[config.mk]
export PLATFORM = sky130hd
export DESIGN_NAME = io_pipe_mux_flat
export DESIGN_NICKNAME = d
export VERILOG_FILES = /design/src/rtl/io_pipe_pkg.sv /design/src/rtl/io_pipe_mux_if.sv /design/src/rtl/io_delay_line.sv /design/src/rtl/io_pipe_mux.sv /design/src/flat_wrapper.sv
export SDC_FILE = /design/constraint.sdc
export NUM_CORES = 1
export LEC_CHECK = 0
export CAP_MARGIN = 15
export CORE_MARGIN = 2
export CORE_UTILIZATION = 58
export CTS_CLUSTER_DIAMETER = 80
export DETAILED_ROUTE_END_ITERATION = 8
export GPL_TIMING_DRIVEN = 0
export PLACE_DENSITY = 0.84
export SETUP_SLACK_MARGIN = 0.5
export SLEW_MARGIN = 20
export SYNTH_ARGS = -nofsm -noshare
export SYNTH_HDL_FRONTEND = slang
export SYNTH_SLANG_ARGS = --single-unit
[constraint.sdc]
create_clock -name clk -period 3.2 [get_ports clk]
set_clock_uncertainty 0.05 [all_clocks]
set_input_delay 0.96 -clock clk [delete_from_list [all_inputs] [get_ports clk]]
set_output_delay 0.96 -clock clk [all_outputs]
set_load 0.03 [all_outputs]
[src/rtl/io_pipe_pkg.sv]
// Shared types for the I/O pipe mux: the output view selector.
package io_pipe_pkg;

  typedef enum logic [1:0] {
    MODE_PASS   = 2'd0,
    MODE_DELAY  = 2'd1,
    MODE_EDGE   = 2'd2,
    MODE_STICKY = 2'd3
  } mode_e;

endpackage

[src/rtl/io_pipe_mux_if.sv]
// Pin-side bus of the I/O pipe mux: control/sample inputs and the selected view outputs.
// Protocol: no valid/ready handshake; every input is sampled on each rising clk edge where
// en=1, and outputs are stable registered views that only change on such edges (or reset).
interface io_pipe_mux_if #(
  parameter int WIDTH = 8,
  parameter int CNT_W = 8
);
  logic             en;
  logic [1:0]       mode;
  logic             clr;
  logic [WIDTH-1:0] din;
  logic [WIDTH-1:0] dout;
  logic [WIDTH-1:0] dout_oe;
  logic [CNT_W-1:0] edge_cnt;

  modport master (
    output en, mode, clr, din,
    input  dout, dout_oe, edge_cnt
  );

  modport slave (
    input  en, mode, clr, din,
    output dout, dout_oe, edge_cnt
  );
endinterface

[src/rtl/io_delay_line.sv]
// DEPTH-stage shift register with enable hold and synchronous active-high reset.
module io_delay_line #(
  parameter int WIDTH = 8,
  parameter int DEPTH = 4
) (
  input  logic             clk,
  input  logic             rst,
  input  logic             en,
  input  logic [WIDTH-1:0] d,
  output logic [WIDTH-1:0] q
);

  logic [WIDTH-1:0] stage [DEPTH];

  always_ff @(posedge clk) begin
    if (rst) begin
      for (int k = 0; k < DEPTH; k++) stage[k] <= '0;
    end else if (en) begin
      stage[0] <= d;
      for (int k = 1; k < DEPTH; k++) stage[k] <= stage[k-1];
    end
  end

  assign q = stage[DEPTH-1];

endmodule

[src/rtl/io_pipe_mux.sv]
// Registered pin passthrough with selectable views (pass, delay, rising-edge, sticky)
// and a saturating count of cycles that contain at least one rising edge.
module io_pipe_mux
  import io_pipe_pkg::*;
#(
  parameter int WIDTH = 8,
  parameter int DEPTH = 4,
  parameter int CNT_W = 8
) (
  input  logic          clk,
  input  logic          rst,
  io_pipe_mux_if.slave  bus
);

  localparam logic [CNT_W-1:0] CNT_MAX = '1;

  logic [WIDTH-1:0] s1;
  logic [WIDTH-1:0] s1_prev;
  logic [WIDTH-1:0] sticky;
  logic [WIDTH-1:0] delayed;
  logic [WIDTH-1:0] oe_q;
  logic [WIDTH-1:0] rise;
  logic [WIDTH-1:0] view;
  logic [CNT_W-1:0] cnt;
  mode_e            mode_q;

  // Fed from s1 so DELAY latency is DEPTH+1 from din, and it runs in every mode
  // so switching into DELAY shows real history.
  io_delay_line #(
    .WIDTH (WIDTH),
    .DEPTH (DEPTH)
  ) u_delay (
    .clk (clk),
    .rst (rst),
    .en  (bus.en),
    .d   (s1),
    .q   (delayed)
  );

  assign rise = s1 & ~s1_prev;

  always_ff @(posedge clk) begin
    if (rst) begin
      s1      <= '0;
      s1_prev <= '0;
      sticky  <= '0;
      oe_q    <= '0;
      cnt     <= '0;
      mode_q  <= MODE_PASS;
    end else if (bus.en) begin
      s1      <= bus.din;
      s1_prev <= s1;
      oe_q    <= '1;
      mode_q  <= mode_e'(bus.mode);
      // Clear wins over both the sticky set and the counter increment.
      if (bus.clr) begin
        sticky <= '0;
        cnt    <= '0;
      end else begin
        sticky <= sticky | s1;
        if ((|rise) && (cnt != CNT_MAX)) cnt <= cnt + CNT_W'(1);
      end
    end
  end

  always_comb begin
    view = s1;
    case (mode_q)
      MODE_PASS:   view = s1;
      MODE_DELAY:  view = delayed;
      MODE_EDGE:   view = rise;
      MODE_STICKY: view = sticky;
      default:     view = s1;
    endcase
  end

  assign bus.dout     = view;
  assign bus.dout_oe  = oe_q;
  assign bus.edge_cnt = cnt;

endmodule
[src/flat_wrapper.sv]
// flat-port wrapper written by rule: the top's interface ports become plain ports
module io_pipe_mux_flat import io_pipe_pkg::*;
#(
  parameter int WIDTH = 8,
  parameter int DEPTH = 4,
  parameter int CNT_W = 8
)
  (clk, rst, bus_en, bus_mode, bus_clr, bus_din, bus_dout, bus_dout_oe, bus_edge_cnt);
  io_pipe_mux_if #(.WIDTH(WIDTH), .CNT_W(CNT_W)) bus_i ();
  input  logic clk;
  input  logic rst;
  input wire logic [$bits(bus_i.en)-1:0] bus_en;
  input wire logic [$bits(bus_i.mode)-1:0] bus_mode;
  input wire logic [$bits(bus_i.clr)-1:0] bus_clr;
  input wire logic [$bits(bus_i.din)-1:0] bus_din;
  output wire logic [$bits(bus_i.dout)-1:0] bus_dout;
  output wire logic [$bits(bus_i.dout_oe)-1:0] bus_dout_oe;
  output wire logic [$bits(bus_i.edge_cnt)-1:0] bus_edge_cnt;
  assign bus_i.en = bus_en;
  assign bus_i.mode = bus_mode;
  assign bus_i.clr = bus_clr;
  assign bus_i.din = bus_din;
  assign bus_dout = bus_i.dout;
  assign bus_dout_oe = bus_i.dout_oe;
  assign bus_edge_cnt = bus_i.edge_cnt;
  io_pipe_mux #(.WIDTH(WIDTH), .DEPTH(DEPTH), .CNT_W(CNT_W)) u_core (.clk(clk), .rst(rst), .bus(bus_i));
endmodule
==> flow_metrics.py <==
metrics = {
    "finish": {
        "layout.nets": 322,
        "stdcell_count": 366,
        "area_delta_synth_final_pct": 21.51,
        "drive_gt1_frac": 0.1346,
        "diodes": 0,
        "design_area_sq_um": 3421,
        "final_cell_mix": "35 x nor2_1, 35 x dfxtp_1, 33 x and2_1, 32 x edfxtp_1, 26 x a21oi_1",
    },
    "synthesis": {
        "synth_top_family_by_area": "simple AND/OR/NAND/NOR gates",
        "synth_area_sq_um": 2815,
        "ys_seq_elements": 67,
        "synth_fa_ha_area_frac": 0.004444,
        "yosys_warnings": 0,
        "synth.largest_area_cell": "edfxtp_1",
        "muxShareOfSynthArea": 0.04267,
        "syn_inst": 260,
        "synth_xor_area_frac": 0,
        "synth-simple-area-share": 0.1822,
        "synth_area_per_cell_sq_um": 10.83,
        "synth_cell_types": 31,
        "synthTopCellsByArea": "edfxtp_1 34%, dfxtp_1 25%, and2_1 7.3%",
        "synth_compound_area_frac": 0.1369,
        "ys_seq_area_frac": 0.5902,
        "synth_top_cell_area_share": 0.3413,
        "synth_nets": 275,
    },
    "floorplan": {
        "die_w_microns": 73.67,
        "rows": 25,
        "die-area_sq_um": 5427,
        "core_area_sq_um": 4692,
        "io_pins": 38,
        "start_util": 0.6000,
        "die_h_microns": 73.67,
    },
    "sta": {
        "setup_viol": 0,
        "fin_crit_sh": 0.8300,
        "worst_pin_slew_ns": 0.5248,
        "hold_viol": 0,
        "slew_violations": 0,
        "slew_headroom": 0.6480,
        "min_period_ns": 2.656,
        "rsz0062_at_grt": "yes",
        "fmax_ghz": 0.3765,
    },
    "job": {
        "cap_violations": 0,
    },
    "global_route": {
        "grt_use_met3": 0.07270,
        "grt_busiest_layer": "met2",
        "grt_usage": 0.2322,
        "gr-usage-met1": 0.2901,
        "grt_overflow_total": 0,
        "grt_pass1_wl_microns": 9218,
        "grt_pass1_vias": 1946,
        "use_met2": 0.3819,
        "antenna_found_initial": 0,
        "grt_max_degree": 35,
    },
    "cts": {
        "cts_hold_buf": 0,
        "cts_root_buffer": "clkbuf_8",
        "clock_latency_ns": 0.34,
        "path_clk_slew_ns": 0.07,
        "cts-htree-levels": 3,
        "cts_sinks": 67,
        "clock_path_buffers": 2,
        "cts_tree": "built",
        "numCtsBuffers": 9,
    },
    "power_and_ir_drop": {
        "p_leak_nw": 1.505,
        "p_per_area_nw_per_um2": 539.5,
        "power_mw": 1.846,
        "peakVddDrop_v": 0.0004323,
    },
    "placed_design": {
        "dp_hpwl_microns": 3892,
        "placedCellCount": 350,
        "placedInstanceArea_sq_um": 3243,
        "gp_congestion": 0.8579,
        "port-buffer-count": 36,
    },
    "worst_setup_path": {
        "crit_path_start_kind": "flop",
        "cp-end-kind": "output port",
        "path_class": "flop to output port",
        "crit_fanout": 10,
        "crit_arrival_ns": 1.65,
        "cp.required_ns": 2.19,
    },
    "drt": {
        "routed_wl_microns": 5781,
        "detail-route-antenna-nets": 0,
        "first_iter_violations": 126,
        "vias": 2043,
        "drtPass1Iterations": 4,
        "drc_errors": 0,
        "wl_per_cell_microns": 15.80,
        "viasPerCell": 5.582,
    },
    "status": {
        "status": "finished clean",
    },
    "worst_hold_path": {
        "hold_path.class": "flop to flop",
    },
}
[worst max-delay path: stages, from the launching register on]
cell	delay (ns)
dfxtp_1	0.32
clkbuf_4	0.20
nand2b_1	0.11
buf_2	0.19
o22ai_1	0.10
a21oi_1	0.19
buf_4	0.20
[flip-flops by register name, indices dropped and copies added (netlist names)]
signal / flops
u_core.bus.dout_oe: 1
u_core.sticky: 8
u_core.s1: 8
u_core.s1_prev: 8
u_core.mode_q: 2
u_core.bus.edge_cnt: 8
u_core.u_delay.stage: 32
[final timing paths]
path              cells after the start  slack (ns)                      to              start
hold / removal                        1        0.43       u_core.s1_prev[7]  u_core.s1_prev[7]
setup reg to reg                      5        1.34  u_core.bus.edge_cnt[5]       u_core.s1[3]
setup / recovery                      6        0.54             bus_dout[7]   u_core.mode_q[1]
hold reg to reg                       1        0.43       u_core.s1_prev[7]  u_core.s1_prev[7]
[power breakdown]
part | internal, mW | total (mW) | switching [mW]
sequential | 0.940 | 0.965 | 0.0253
clock | 0.359 | 0.656 | 0.297
combinational | 0.0933 | 0.225 | 0.131
[layout make-up]
type                    instances  area, sq um
well taps                      54        67.56
inverters                       5        23.77
repair buffers                 36        340.3
clock inverters                 3        40.04
fillers                       351         1271
clock buffers                  13        138.9
multi-input cells             168         1036
flip-flops and latches         67         1662
plain buffers                  20        112.6
[cell families after synthesis]
logic type                 Yosys count
AOI/OAI and AO/OA                   55
adders and majority gates            1
buffers and inverters               25
DFF                                 67
muxes                               12
and+or+nand+nor                    100
[metrics by stage]
| stage | TNS [ns] | utilization | hold slack [ns] | worst slack (ns) |
|---|---|---|---|---|
| 2_1_floorplan | 0 | - | 0.3760 | 0.7133 |
| 3_3_place_gp | -0.06370 | 0.6912 | 0.3871 | -0.03472 |
| 3_5_place_dp | -0.1345 | 0.6912 | 0.4127 | -0.06164 |
| 4_1_cts | 0 | 0.7253 | 0.4284 | 0.5034 |
| 5_1_grt | 0 | 0.7291 | 0.4560 | 0.4732 |
| 6_report | 0 | 0.7291 | 0.4307 | 0.5441 |
[what timing repair did]
item	in CTS	in global routing
resized for setup	47	14
setup buffers	0	0
endpoints found under the setup margin	15	14
gates cloned	0	0
pin swaps	0	0
endpoints found under the hold margin	0	0
[Yosys cell counts, drive strengths merged]
cell type / n
nand4: 2
nor2b: 3
o22ai: 9
a41o: 2
nor2: 36
o311a: 1
nor3: 3
a31o: 3
dfxtp: 35
nand2b: 1
a21o: 9
a31oi: 2
buf: 9
and2: 33
and3: 1
nand2: 13
edfxtp: 32
nand3: 4
a211oi: 1
a21oi: 26
mux2i: 12
a2111oi: 2
clkbuf: 11
inv: 5
and2b: 3
or2: 1
ha: 1
[layer usage]
metal  vias up  routed length [microns]
met5         -                        0
met4         0                       66
met3         5                      277
met2        59                     2922
met1       984                     2514
li1        995                        -
Power figures use the tool's default switching activity.
